[src/rtl/shift_pkg.sv]
// Shared types and funct decode for the multicycle shifter.
`timescale 1ns/1ps
package shift_pkg;

  typedef enum logic [1:0] {
    IDLE  = 2'd0,
    SHIFT = 2'd1,
    DONE  = 2'd2
  } state_t;

  typedef enum logic [1:0] {
    SH_LL = 2'd0,
    SH_RL = 2'd1,
    SH_RA = 2'd2
  } shift_kind_t;

  localparam logic [5:0] FUNCT_SLL  = 6'b000000;
  localparam logic [5:0] FUNCT_SRL  = 6'b000010;
  localparam logic [5:0] FUNCT_SRA  = 6'b000011;
  localparam logic [5:0] FUNCT_SLLV = 6'b000100;
  localparam logic [5:0] FUNCT_SRAV = 6'b000111;

  typedef struct packed {
    logic        legal;
    shift_kind_t kind;
  } decode_t;

  function automatic decode_t decode_funct(input logic [5:0] funct);
    decode_t d;
    d.legal = 1'b1;
    d.kind  = SH_LL;
    case (funct)
      FUNCT_SLL, FUNCT_SLLV: d.kind = SH_LL;
      FUNCT_SRL:             d.kind = SH_RL;
      FUNCT_SRA, FUNCT_SRAV: d.kind = SH_RA;
      default:               d.legal = 1'b0;
    endcase
    return d;
  endfunction

endpackage

[src/rtl/shift_step.sv]
// Combinational single-step shifter: moves data by step positions of the given kind.
`timescale 1ns/1ps
module shift_step
  import shift_pkg::*;
#(
  parameter int WIDTH   = 32,
  parameter int SHAMT_W = 5
) (
  input  logic [WIDTH-1:0]   i_data,
  input  shift_kind_t        i_kind,
  input  logic [SHAMT_W-1:0] i_step,
  output logic [WIDTH-1:0]   o_data
);

  always_comb begin
    o_data = i_data;
    case (i_kind)
      SH_LL:   o_data = i_data << i_step;
      SH_RL:   o_data = i_data >> i_step;
      // Arithmetic fill copies the register's current top bit on every step.
      SH_RA:   o_data = $signed(i_data) >>> i_step;
      default: o_data = i_data;
    endcase
  end

endmodule

[src/rtl/serial_shift_unit.sv]
// Multicycle sll/srl/sra/sllv/srav shifter: FSM plus data and count registers.
`timescale 1ns/1ps
module serial_shift_unit
  import shift_pkg::*;
#(
  parameter int WIDTH          = 32,
  parameter int SHAMT_W        = $clog2(WIDTH),
  parameter int BITS_PER_CYCLE = 1
) (
  input  logic               clk,
  input  logic               reset,
  input  logic               start,
  input  logic [5:0]         funct,
  input  logic [SHAMT_W-1:0] shamt,
  input  logic [WIDTH-1:0]   data_in,
  output logic               busy,
  output logic               done,
  output logic               illegal,
  output logic [WIDTH-1:0]   result,
  output state_t             dbg_state
);

  // Handshake: start is taken only in IDLE (busy==0); operands need be valid
  // only in that cycle; done pulses once with illegal and result valid.
  localparam logic [SHAMT_W-1:0] BPC_W = SHAMT_W'(BITS_PER_CYCLE);

  state_t             r_state;
  shift_kind_t        r_kind;
  logic [WIDTH-1:0]   r_data;
  logic [SHAMT_W-1:0] r_count;
  logic               r_illegal;

  decode_t            w_dec;
  logic [SHAMT_W-1:0] w_step;
  logic [WIDTH-1:0]   w_shifted;

  assign w_dec  = decode_funct(funct);
  assign w_step = (r_count < BPC_W) ? r_count : BPC_W;

  shift_step #(
    .WIDTH   (WIDTH),
    .SHAMT_W (SHAMT_W)
  ) u_step (
    .i_data (r_data),
    .i_kind (r_kind),
    .i_step (w_step),
    .o_data (w_shifted)
  );

  always_ff @(posedge clk) begin
    if (reset) begin
      r_state   <= IDLE;
      r_kind    <= SH_LL;
      r_data    <= '0;
      r_count   <= '0;
      r_illegal <= 1'b0;
    end else begin
      case (r_state)
        IDLE: begin
          if (start) begin
            r_data    <= data_in;
            r_count   <= shamt;
            r_kind    <= w_dec.kind;
            r_illegal <= ~w_dec.legal;
            r_state   <= (!w_dec.legal || shamt == '0) ? DONE : SHIFT;
          end
        end
        SHIFT: begin
          r_data  <= w_shifted;
          r_count <= r_count - w_step;
          if (r_count == w_step) r_state <= DONE;
        end
        DONE:    r_state <= IDLE;
        default: r_state <= IDLE;
      endcase
    end
  end

  assign busy      = (r_state == SHIFT) || (r_state == DONE);
  assign done      = (r_state == DONE);
  assign illegal   = r_illegal;
  assign result    = r_data;
  assign dbg_state = r_state;

endmodule

[config.mk]
export PLATFORM = sky130hd
export DESIGN_NAME = serial_shift_unit
export DESIGN_NICKNAME = d
export VERILOG_FILES = /design/src/rtl/shift_pkg.sv /design/src/rtl/shift_step.sv /design/src/rtl/serial_shift_unit.sv
export SDC_FILE = /design/constraint.sdc
export NUM_CORES = 1
export LEC_CHECK = 0
export CAP_MARGIN = 30
export CORE_ASPECT_RATIO = 0.75
export CORE_UTILIZATION = 54
export CTS_BUF_LIST = sky130_fd_sc_hd__clkbuf_4
export DETAILED_ROUTE_END_ITERATION = 6
export PLACE_DENSITY = 0.87
export SYNTH_ARGS = -nofsm -noshare
export SYNTH_HDL_FRONTEND = slang
export SYNTH_SLANG_ARGS = --single-unit
export TNS_END_PERCENT = 30
[constraint.sdc]
create_clock -name clk -period 4.95 [get_ports clk]
set_clock_uncertainty 0.15 [all_clocks]
set_input_delay 1.2375 -clock clk [delete_from_list [all_inputs] [get_ports clk]]
set_output_delay 1.2375 -clock clk [all_outputs]
set_load 0.05 [all_outputs]
==> impl_metrics.tcl, run 1 <==
set metrics [dict create \
    dieWidth_um 87.4 \
    cp.arrival_ns 1.89 \
    firstDrtPassIters 7 \
    drtIter0Drc 441 \
    cts.clk_slew.worst_paths_ns 0.12 \
    power_mw 1.01 \
    gp_congestion 0.839 \
    synth_top_area_frac 0.285 \
    wl_per_cell_um 17.0 \
    critPathKind "reg -> out" \
    pre_cts_slack_ns 1.40 \
    final_area_mm2 0.00378 \
    worst_setup_path_start_kind "flip-flop" \
    synth_ff_type "dfxtp_1" \
    cts_tree "built" \
    drv_cap 0 \
    period_share 0.663 \
    cts_buffers 5 \
    synth_edf_count 0 \
    fin_crit_ns 3.28 \
    synthesis.nets 437 \
    slew_viol_final 0 \
    outcome "completed" \
    fin_util 0.747 \
    detailed_place_hpwl_um 6050 \
    nNetsFinal 496 \
    drt_wl_total_um 8790 \
    avgSynthCellArea_um2 7.69 \
    yosys-top-cells-count "a21oi_1, dfxtp_1, o21ai_0, inv_1, nor2_1" \
    synthCells 384 \
    grt_pass1_wl_um 14300 \
    ys_top_cells_by_area "dfxtp_1, a21oi_1, o21ai_0" \
    track_usage 0.310 \
    dp.cells 508 \
    max_slew_margin 0.326 \
    drive_gt1_frac 0.0788 \
    route.vias.total 3331 \
    power_leakage_nw 1.28 \
    grt_overflow 0 \
    die_h_um 66.1 \
    power_density_mw_per_mm2 268 \
    clock_latency_ns 0.34 \
    report.final.hold_viol_count 0 \
    port_buffers 82 \
    grt_pass1_vias 3080 \
    max_freq_ghz 0.305 \
    drc 0 \
    setup-violations-final 0 \
    clockRootBuffer "clkbuf_4" \
    dieArea_mm2 0.00577 \
    ys_seq_elements 42 \
    end_kind "output port" \
    synth-async-reset-ratio 0 \
    grt_setup_unrepaired "no" \
    rrSetupSlack_ns 1.68 \
    final_cells 516 \
    hold_buffers 0 \
    layout_setup_ws_ns 1.67 \
    clock_sinks 42 \
    tns_ns 0 \
    fp.coreArea_mm2 0.00506 \
    antenna_found_initial 0 \
    num_antenna_cells 0 \
    fill_cells 421 \
    areaGrowthSynthToFinish_pct 28.0 \
    ant_nets 0 \
    tightestPinTransition_ns 1.01 \
    clk_path_buf_depth 2 \
    yosysSeqAreaShare 0.285 \
    holdWs_ns 0.342 \
    cp_max_fo 3 \
    h-tree-depth 2 \
    ios 83 \
    synth_cell_types 57 \
    num_rows 22 \
    synth_area_mm2 0.00295 \
    yosysMostFrequentCell "a21oi_1" \
    irDropWorstVdd_mv 0.156 \
    synth_top_area_cell "dfxtp_1" \
    cts_setup_buffers 0 \
    initial_core_util 0.583 \
    place_area_mm2 0.00373 \
    crit_required_ns 3.56 \
    grt_max_degree 32 \
    hold_path_class "reg -> reg" \
    yosys_warnings 0 \
    detail_route.vias_per_cell 6.46 \
    cts-resized-gates 0 \
]
## path summary, 6_finish.rpt
kind	end	start	depth (start not counted)
max reg2reg	result[19]	dbg_state[1]	6
min reg2reg	r_kind[0]	r_kind[0]	2
min	r_kind[0]	r_kind[0]	2
max	busy	dbg_state[0]	3
## where the power goes
part / leakage [nW] / internal, mW / total [mW] / switching [mW]
registers: 0.348 / 0.371 / 0.411 / 0.0397
logic: 0.902 / 0.157 / 0.431 / 0.274
clock network: 0.0331 / 0.0591 / 0.170 / 0.111
## cell usage in the layout, fill, tap and decap left out, drive strengths merged, types with 4 or more instances in the layout
cell            n
inv            26
o31a            9
nor2           19
buf             5
clkdlybuf4s50  82
clkbuf          6
nand2          13
a211o           5
o21ai          38
a21o            9
a311oi          5
nand4           6
a21oi          71
nand2b          4
nor3            6
nand3          13
ha              7
dfxtp          42
o31ai          16
a211oi         20
nor2b           4
## logic make-up (layout without fill, tap and decap cells)
family,Yosys count,in the layout,share of synthesized area
flip-flops,42,42,0.285
adder cells (fa/ha/maj),7,7,0.0296
AND/OR/NAND/NOR,80,80,0.146
multiplexers,2,2,0.00720
buffers and inverters,61,121,0.0987
AO/OA/AOI/OAI,192,192,0.434
## cell type report
type                       instances  area, um^2  share of cell area
sequential                        42         841               0.222
timing repair buffer              87         878               0.232
multi-input combinational        281        1820               0.482
inverter                          26        97.6              0.0258
clock buffer                       6        45.0              0.0119
clock inverter                     2        8.76             0.00232
tap                               72        90.1              0.0238
## flip-flops by register name, summed over array words and instances, names as in the netlist
register / cells
result: 32
r_kind: 2
r_count: 5
illegal: 1
dbg_state: 2
## worst max-delay path, cell delays in order (launching register included)
cell             delay (ns)
dfxtp_1                0.39
inv_1                  0.09
ha_1                   0.28
clkdlybuf4s50_1        0.79
## metal layers
metal | global-route usage | part of all wire | up-vias | wire length, um
met4 | 0.105 | 0.013 | 0 | 117
met5 | 0 | 0 | - | 0
li1 | - | - | 1547 | -
met1 | 0.432 | 0.43 | 1541 | 3820
met3 | 0.0499 | 0.092 | 19 | 809
met2 | 0.487 | 0.46 | 224 | 4040
Power figures use the tool's default switching activity.
==> inputs of run 2 (changes only) <==
Settings changed: CORE_UTILIZATION 54 to 50, PLACE_DENSITY 0.87 to 0.81.
Clock period 4.95 ns to 3.35 ns, I/O delays scaled along.
==> run 2 against run 1 <==
Non-clock buffer count is 2 higher. Hold slack worse by 0.011 ns. Count of clock-buffer cells in the layout is 1 lower. Routed wire length is 1.5% lower. Combinational power is 48% higher. Sequential share of layout area hardly changed. Critical path type unchanged. Critical endpoint unchanged. Largest cell class unchanged.
==> impl_metrics.tcl, run 2 (same netlist as run 1, synthesis figures left out) <==
set metrics [dict create \
    final_cells 519 \
    grt_pass1_vias 2974 \
    grt_max_degree 35 \
    initial_core_util 0.535 \
    largest_reg_flops 32 \
    num_rows 23 \
    ios 83 \
    drt_wl_total_um 8660 \
    grt_setup_unrepaired "no" \
    critPathKind "reg -> out" \
    rr_worst_depth 6 \
    hold_path_class "reg -> reg" \
    setup-violations-final 0 \
    max_slew_margin 0.478 \
    max_freq_ghz 0.344 \
    end_kind "output port" \
    crit_chain "inv_1 > ha_1 > clkdlybuf4s50_1" \
    grt_pass1_wl_um 14100 \
    drive_gt1_frac 0.0788 \
    outcome "completed" \
    antenna_found_initial 0 \
    report.final.hold_viol_count 0 \
    tns_ns 0 \
    power_density_mw_per_mm2 392 \
    irDropWorstVdd_mv 0.191 \
    critPathBufInv 2 \
    cts_tree "built" \
    detail_route.vias_per_cell 6.39 \
    h-tree-depth 2 \
    slowest_stage "clkdlybuf4s50_1" \
    path_depth 3 \
    worst_setup_path_start_kind "flip-flop" \
    crit_required_ns 2.36 \
    cts_buffers 5 \
    cp.arrival_ns 1.92 \
    ant_nets 0 \
    num_antenna_cells 0 \
    crit_start "dbg_state[1]" \
    fin_crit_ns 2.91 \
    drtIter0Drc 424 \
    cp-endpoint "busy" \
    max_stage_delay_ns 0.79 \
    power_leakage_nw 1.28 \
    pre_cts_slack_ns 0.504 \
    dieWidth_um 90.8 \
    wl_per_cell_um 16.7 \
    r2r-end "dbg_state[1]" \
    final_area_mm2 0.00378 \
    grt_overflow 0 \
    worstHoldStart "r_kind[0]" \
    clock_sinks 42 \
    areaGrowthSynthToFinish_pct 28.0 \
    firstDrtPassIters 5 \
    clk_path_buf_depth 2 \
    layout_setup_ws_ns 0.444 \
    rrSetupSlack_ns 0.70 \
    tightestPinTransition_ns 0.780 \
    final_common_cell "clkdlybuf4s50_1" \
    hold_buffers 0 \
    period_share 0.867 \
    cts_setup_buffers 0 \
    route.vias.total 3316 \
    cts-resized-gates 0 \
    clock_latency_ns 0.35 \
    cts.clk_slew.worst_paths_ns 0.12 \
    layout_common_cells "clkdlybuf4s50_1, a21oi_1, dfxtp_1, o21ai_0, inv_1" \
    dp.cells 513 \
    clockRootBuffer "clkbuf_4" \
    timing.rr.start "r_count[2]" \
    place_area_mm2 0.00374 \
    track_usage 0.281 \
    gp_congestion 0.841 \
    crit_family "buffers and inverters" \
    cp_max_fo 3 \
    dieArea_mm2 0.00622 \
    drc 0 \
    detailed_place_hpwl_um 5940 \
    slew_viol_final 0 \
    power_mw 1.48 \
    die_h_um 68.6 \
    fp.coreArea_mm2 0.00553 \
    drv_cap 0 \
    nNetsFinal 498 \
    port_buffers 82 \
]
run 2: final cells by class:
cell class | instances | area (um^2)
clock buffers | 5 | 37.5
clock inverters | 1 | 3.75
fillers | 481 | 1740
inverters | 26 | 97.6
multi-input cells | 281 | 1820
flip-flops and latches | 42 | 841
well taps | 75 | 93.8
repair buffers | 89 | 886
run 2: report_power, final:
| group | switching, mW | leakage, nW | internal (mW) |
|---|---|---|---|
| clock | 0.164 | 0.0246 | 0.0721 |
| sequential | 0.0586 | 0.348 | 0.548 |
| combinational | 0.402 | 0.909 | 0.236 |
run 2: tightest hold or removal path, cell delays in order (launching register included):
cell,delay (ns)
dfxtp_1,0.34
nand2_1,0.06
a21oi_1,0.05
run 2: how the worst min path moves through the flow:
stage,to,slack (ns),cells after the start
after floorplan,r_kind[1],0.30,2
after global placement,r_kind[1],0.31,2
after detailed placement,r_kind[0],0.32,2
after CTS,r_kind[0],0.33,2
after global routing,r_kind[1],0.37,2
final,r_kind[0],0.33,2
run 2: metal layers:
metal,vias up,wire length [um],global-route usage,part of all wire
met3,15,805,0.0417,0.093
met5,-,0,0,0
li1,1556,-,-,-
met4,0,68,0.0887,0.0079
met1,1527,3950,0.384,0.46
met2,218,3830,0.465,0.44
run 2: metrics by stage:
step                hold slack, ns  utilization
floorplan                    0.299            -
global placement             0.315        0.677
CTS                          0.334        0.684
detailed placement           0.317        0.677
global route                 0.368        0.684
finish                       0.331        0.684
==> inputs of run 3 (changes only) <==
Settings changed: CTS_CLUSTER_SIZE set to 24.
==> results of run 3 <==
The final DEF is identical to that of run 2; final timing and power are the same.
